### src/rtl/lut8_pkg.sv
// lut8_pkg: shared width, scheduler state encoding and the 8-input LUT function.
package lut8_pkg;

    localparam int VEC_W = 8;

    typedef enum logic [1:0] {ARB, DRAIN, SWEEP, FIN} state_t;

    // Operand bit 7 is a and bit 0 is h.
    function automatic logic lut8_fn(input logic [VEC_W-1:0] v);
        return (v[7] & v[6]) | (v[5] ^ (v[4] & v[3])) | (v[2] ^ (v[1] & v[0]));
    endfunction

endpackage

### src/rtl/lut8_rr_arbiter.sv
// lut8_rr_arbiter: round-robin one-hot grant; the search starts at ptr and wraps.
module lut8_rr_arbiter #(
    parameter int NUM_REQ = 4
) (
    input  logic               clk,
    input  logic               rst,
    input  logic [NUM_REQ-1:0] req,
    input  logic               advance,
    output logic [NUM_REQ-1:0] grant
);
    localparam int IDX_W = $clog2(NUM_REQ);

    logic [IDX_W-1:0] ptr;
    logic [IDX_W-1:0] sel;
    logic [IDX_W-1:0] cand;
    logic             found;

    always_comb begin
        grant = '0;
        sel   = ptr;
        cand  = ptr;
        found = 1'b0;
        for (int k = 0; k < NUM_REQ; k++) begin
            cand = IDX_W'((int'(ptr) + k) % NUM_REQ);
            if (!found && req[cand]) begin
                found = 1'b1;
                sel   = cand;
            end
        end
        if (found) begin
            grant[sel] = 1'b1;
        end
    end

    // advance only rises on a real transfer, so sel is the winner here.
    always_ff @(posedge clk) begin
        if (rst) begin
            ptr <= '0;
        end else if (advance) begin
            ptr <= (sel == IDX_W'(NUM_REQ - 1)) ? '0 : sel + 1'b1;
        end
    end

endmodule

### src/rtl/lut8_eval_scheduler.sv
// lut8_eval_scheduler: round-robin shared two-stage evaluator of the 8-input LUT function.
// Defining LUT8_SWEEP_EN adds a self-sweep of all 256 vectors that counts the ones.
module lut8_eval_scheduler
    import lut8_pkg::*;
#(
    parameter int NUM_REQ = 4,
    parameter int TAG_W   = 4
) (
    input  logic                       clk,
    input  logic                       rst,
    input  logic [NUM_REQ-1:0]         req_valid,
    output logic [NUM_REQ-1:0]         req_ready,
    input  logic [NUM_REQ*VEC_W-1:0]   req_vec,
    input  logic [NUM_REQ*TAG_W-1:0]   req_tag,
    output logic                       rsp_valid,
    input  logic                       rsp_ready,
    output logic                       rsp_y,
    output logic [$clog2(NUM_REQ)-1:0] rsp_id,
    output logic [TAG_W-1:0]           rsp_tag,
    output logic                       busy
`ifdef LUT8_SWEEP_EN
    ,
    input  logic                       sweep_start,
    output logic                       sweep_done,
    output logic [8:0]                 sweep_count
`endif
);
    localparam int ID_W = $clog2(NUM_REQ);

    logic [VEC_W-1:0] s1_vec;
    logic [ID_W-1:0]  s1_id;
    logic [TAG_W-1:0] s1_tag;
    logic             s1_vld;
    logic             s1_swp;
    logic             s2_y;
    logic [ID_W-1:0]  s2_id;
    logic [TAG_W-1:0] s2_tag;
    logic             s2_vld;
    logic             s2_swp;

    logic [NUM_REQ-1:0] grant;
    logic               adv;
    logic               in_arb;
    logic               inject;
    logic               take;
    logic [VEC_W-1:0]   take_vec;
    logic [TAG_W-1:0]   take_tag;
    logic [ID_W-1:0]    take_id;
    logic [VEC_W-1:0]   sweep_vec;

    // Sweep results never reach the consumer, so they must not stall on rsp_ready.
    assign adv       = !(s2_vld && !s2_swp) || rsp_ready;
    assign req_ready = grant & {NUM_REQ{adv & in_arb}};
    assign take      = |(req_valid & req_ready);

    assign rsp_valid = s2_vld & ~s2_swp;
    assign rsp_y     = s2_y;
    assign rsp_id    = s2_id;
    assign rsp_tag   = s2_tag;

    always_comb begin
        take_vec = '0;
        take_tag = '0;
        take_id  = '0;
        for (int i = 0; i < NUM_REQ; i++) begin
            if (grant[i]) begin
                take_vec = req_vec[i*VEC_W +: VEC_W];
                take_tag = req_tag[i*TAG_W +: TAG_W];
                take_id  = ID_W'(i);
            end
        end
    end

    lut8_rr_arbiter #(
        .NUM_REQ (NUM_REQ)
    ) u_arb (
        .clk     (clk),
        .rst     (rst),
        .req     (req_valid),
        .advance (take),
        .grant   (grant)
    );

    always_ff @(posedge clk) begin
        if (rst) begin
            s1_vec <= '0;
            s1_id  <= '0;
            s1_tag <= '0;
            s1_vld <= 1'b0;
            s1_swp <= 1'b0;
            s2_y   <= 1'b0;
            s2_id  <= '0;
            s2_tag <= '0;
            s2_vld <= 1'b0;
            s2_swp <= 1'b0;
        end else if (adv) begin
            s2_y   <= lut8_fn(s1_vec);
            s2_id  <= s1_id;
            s2_tag <= s1_tag;
            s2_vld <= s1_vld;
            s2_swp <= s1_swp;
            if (inject) begin
                s1_vec <= sweep_vec;
                s1_id  <= '0;
                s1_tag <= '0;
                s1_vld <= 1'b1;
                s1_swp <= 1'b1;
            end else begin
                s1_vec <= take_vec;
                s1_id  <= take_id;
                s1_tag <= take_tag;
                s1_vld <= take;
                s1_swp <= 1'b0;
            end
        end
    end

`ifdef LUT8_SWEEP_EN
    state_t           state;
    logic [VEC_W-1:0] sweep_idx;

    // A start pulse blocks same-cycle grants so the drain begins from a stable pipe.
    assign in_arb    = (state == ARB) && !sweep_start;
    assign inject    = (state == SWEEP);
    assign sweep_vec = sweep_idx;
    assign busy      = s1_vld | s2_vld | (state != ARB);

    always_ff @(posedge clk) begin
        if (rst) begin
            state       <= ARB;
            sweep_idx   <= '0;
            sweep_count <= '0;
            sweep_done  <= 1'b0;
        end else begin
            sweep_done <= 1'b0;
            case (state)
                ARB: if (sweep_start) state <= DRAIN;
                DRAIN: begin
                    if (!s1_vld && !s2_vld) begin
                        state       <= SWEEP;
                        sweep_idx   <= '0;
                        sweep_count <= '0;
                    end
                end
                SWEEP: begin
                    if (adv) begin
                        sweep_idx <= sweep_idx + 1'b1;
                        if (sweep_idx == '1) state <= FIN;
                    end
                end
                FIN: begin
                    if (!s1_vld && !s2_vld) begin
                        sweep_done <= 1'b1;
                        state      <= ARB;
                    end
                end
                default: state <= ARB;
            endcase
            // Counted as the flagged operand leaves S1, so FIN only needs the pipe empty.
            if (adv && s1_vld && s1_swp) begin
                sweep_count <= sweep_count + 9'(lut8_fn(s1_vec));
            end
        end
    end
`else
    assign in_arb    = 1'b1;
    assign inject    = 1'b0;
    assign sweep_vec = '0;
    assign busy      = s1_vld | s2_vld;
`endif

endmodule

### config.mk
export PLATFORM = sky130hd
export DESIGN_NAME = lut8_eval_scheduler
export DESIGN_NICKNAME = d
export VERILOG_FILES = /design/src/rtl/lut8_pkg.sv /design/src/rtl/lut8_rr_arbiter.sv /design/src/rtl/lut8_eval_scheduler.sv
export SDC_FILE = /design/constraint.sdc
export NUM_CORES = 1
export LEC_CHECK = 0
export CORE_UTILIZATION = 46
export CTS_BUF_LIST = sky130_fd_sc_hd__clkbuf_8
export DETAILED_ROUTE_END_ITERATION = 10
export GPL_ROUTABILITY_DRIVEN = 0
export PLACE_DENSITY = 0.88
export SLEW_MARGIN = 20
export SYNTH_ARGS = -nofsm -noshare
export SYNTH_HDL_FRONTEND = slang
export SYNTH_SLANG_ARGS = --single-unit
### constraint.sdc
create_clock -name clk -period 6.8 [get_ports clk]
set_input_delay 1.36 -clock clk [delete_from_list [all_inputs] [get_ports clk]]
set_output_delay 1.36 -clock clk [all_outputs]
set_load 0.02 [all_outputs]
==> flow_results.org <==
** Floorplan
- After floorplanning, the core was divided into 20 placement rows.
- Die Outline Area :: 0.003426 mm²
- After floorplanning, the core was sized to cover 0.003053 mm².
- In this run the vertical extent of the chip is 58.54 µm.
- Width of the die :: 58.54 µm
- Starting Density :: 48.16%
- Pin placement for this block handled 68 I/O pins.

** STA
- In the post-route analysis, the smallest setup slack over all paths is 1.214 ns.
- Final setup violation count :: 0
- Maximum operating frequency :: 179.0 MHz
- Between clock sinks in the finished design, the worst skew comes to 0.003457 ns.
- The total count of hold-check failures in the final report came to 0.
- Setup repair after global routing left no endpoint under its margin.
- Slew HR :: 40.42%
- Adding up every negative setup slack in the final design gives 0 ns.
- The final-report max-slew violation count was 0.
- Final worst-path cycle share :: 82.15%
- Worst hold slack :: 0.4516 ns
- Subtracting the final worst setup slack from the clock period gives 5.586 ns.
- Actual transition at the worst max-transition pin :: 0.8909 ns

** Global route
- Global-route total usage across every layer :: 23.38%
- Number of global-route vias before repair :: 1381
- Maximum number of pins on one net before global-route repair :: 29
- Summed over all layers, the global routing overflow is 0.
- Wire length of the first global-routing pass :: 6168 µm
- The initial antenna violation count came to 0.

** Routing
- The count of nets left with antenna violations once routing finished came out at 0.
- In the routed design, unresolved DRC markers number 0.
- After detailed routing, the number of vias per cell comes to 5.370.
- First-pass detailed-route iteration total :: 4
- Via total after detailed routing :: 1552
- In the final routed layout, each cell accounts on average for 12.97 µm.
- For this block, the routed nets add up to 3747 µm of wire.
- After the first detailed-routing iteration, the DRC count stood at 78.

** Clock network
- The clock drives 25 sinks.
- CTS Buf Count :: 3
- In this run, post-CTS repair resized a total of 0 instances.
- Depth of the CTS H-tree :: 1
- For this design, the CTS-stage hold fixing added 0 buffers.
- Clock latency on the worst-skew pair, taken at its later pin, is 0.26 ns.
- Clock-pin slew was measured on the worst setup and hold paths at 0.08 ns.
- Maximum number of buffers from clock root to sink :: 2
- Root Buffer :: clkbuf_8
- Clock tree from TritonCTS :: yes
- Post-CTS Setup Repair Bufs :: 0

** Worst setup path
- The cell family contributing the most delay on the critical path is buffers and inverters.
- Among all stages on the critical path, the largest delay is contributed by ha_1.
- In this design, the stage delay of the slowest critical-path cell is 0.61 ns.
- Data arrives at the worst endpoint at 4.23 ns.
- Sort of element at the end of the critical path :: primary output
- Series of cell instances along the critical path :: clkdlybuf4s50_1, inv_1, a21o_1, a221oi_1, ha_1, and3_1, clkdlybuf4s50_1
- WP buf/inv :: 3
- In this run the worst path has a maximum fanout of 16.
- The most numerous cell type found on the critical path is clkdlybuf4s50_1.
- STA puts the critical path data required time at 5.44 ns.
- In this run the number of cells on the critical path is 7.
- Kind of start point of the critical path :: input port
- Critical Setup Path Class :: in2out
- Worst Reg-to-Reg Cells :: 9

** Cells and area
- Leading cell type in the layout, fill and taps excluded :: clkdlybuf4s50_1
- Antenna diode count :: 0
- Cells with a size suffix above 1 make up 3.265% of the layout.
- Layout overhead on the synthesized area :: 48.26%
- The final layout contains 305 nets.
- In the layout the commonest cells are clkdlybuf4s50_1, dfxtp_1, a21oi_1.
- After filler insertion, the fill cell instance count of the layout stands at 268.
- Non-filler cells in the finished layout :: 289

** Synth
- Counting flops with an async set or reset pin after synthesis yields a share of 0%.
- Yosys mapped a number of flops with a built-in enable equal to 0.
- Distinct cell type count after synthesis :: 34
- After synthesis, the largest area contributor takes up 34.04% of total cell area.
- Synth Instances :: 189
- The share of the Yosys chip area taken by registers is 34.04%.
- Synthesized area :: 0.001470 mm²
- Post-synth top flop :: dfxtp_1
- By area the synthesized netlist is led by dfxtp_1, a221o_1, a21oi_1, a211oi_1, nand2b_1.
- In this run, synthesis produced a sequential element count of 25.
- The average instance in the mapped netlist occupies 7.779 µm².
- Summed over all instances, the cell type with the most area after synthesis is dfxtp_1.
- For this run, the number of Yosys warnings is 0.
- Post-synth net total :: 248

** Run status
- The flow ran to the end, and the final reports show no timing, DRC or antenna violations.

** Placed design
- Minimum setup slack after placement :: 1.225 ns
- After detailed placement, the design holds a cell count of 285.
- Dpl hpwl :: 2803 µm
- Input and output buffers added on the ports amount to 67.

** Job
- Across the run, the number of max-cap violations was 0.

** Power
- LEAKAGE :: 0.8234 nW
- Total power per unit cell area :: 326.3 mW/mm²
- Worst IR Drop VDD :: 206.2 µV

** Min path
- Along the worst hold path, the cell count comes to 2.
- The min-delay analysis places its worst path in the category reg2reg.
[cells in the mapped netlist (2+ instances only)]
master	count
nand2_1	16
a22oi_1	2
a21oi_1	23
dfxtp_1	25
nor2_1	19
nand2b_1	14
nand3_1	12
ha_1	4
o211ai_1	2
o21ai_0	2
inv_1	4
clkbuf_1	13
nor2b_1	4
a221o_1	12
xnor2_1	2
and3_1	4
a211oi_1	14
[through the flow]
step	utilization (%)	instance area, µm²	power (mW)
after floorplan	-	1470	0.5015
after global placement	69.92	2135	0.6190
after detailed placement	69.92	2135	0.6290
after CTS	71.39	2180	0.7127
after global routing	71.39	2180	0.7668
final	71.39	2180	0.7113
[cell families (layout without fill, tap and decap cells)]
| family | count (synthesis) | count (layout) | synth area share, % |
|---|---|---|---|
| DFF | 25 | 25 | 34.04 |
| buffers and inverters | 20 | 76 | 5.701 |
| xor gates and xnor gates | 2 | 2 | 1.192 |
| and+or+nand+nor | 75 | 75 | 25.36 |
| muxes | 1 | 1 | 0.6809 |
| AOI/OAI and AO/OA | 62 | 62 | 29.62 |
| adders and majority gates | 4 | 4 | 3.404 |
[path summary, 6_finish.rpt]
path	startpoint	end	slack, ns
setup / recovery	req_valid[3]	req_ready[1]	1.21
hold / removal	rsp_tag[3]	rsp_tag[3]	0.45
setup reg to reg	u_arb.ptr[1]	u_arb.ptr[1]	3.82
hold reg to reg	rsp_tag[3]	rsp_tag[3]	0.45
[layer usage]
layer	vias up	global-route usage [%]	wire length [µm]
li1	794	-	-
met1	699	32.47	1712
met2	59	38.10	1839
met3	0	2.418	195
met4	0	7.823	0
met5	-	0	0
[report_power, final]
part	internal, mW	total, mW	leakage, nW	switching [mW]
registers	0.199	0.229	0.206	0.0301
logic	0.195	0.399	0.590	0.203
clock network	0.0403	0.0836	0.0269	0.0433
total	0.435	0.711	0.823	0.277
[tightest hold or removal path: stages (launching register included)]
cell	delay [ns]
dfxtp_1	0.31
nand2_1	0.05
a21oi_1	0.05
[area by class of cell]
cell class,instances,area [µm²],share of cell area [%]
flip-flops and latches,25,500.5,22.96
repair buffers,68,678.2,31.11
multi-input cells,144,885.9,40.64
well taps,44,55.05,2.526
clock buffers,3,41.29,1.894
inverters,4,15.01,0.6889
clock inverters,1,3.754,0.1722
[flip-flops by register name, summed over array words and instances, names as in the netlist]
register and count:
s1_id 2, s1_tag 4, rsp_y 1, rsp_tag 4
s1_vld 1, rsp_id 2, u_arb.ptr 2, s2_vld 1
s1_vec 8
Power figures use the tool's default switching activity.
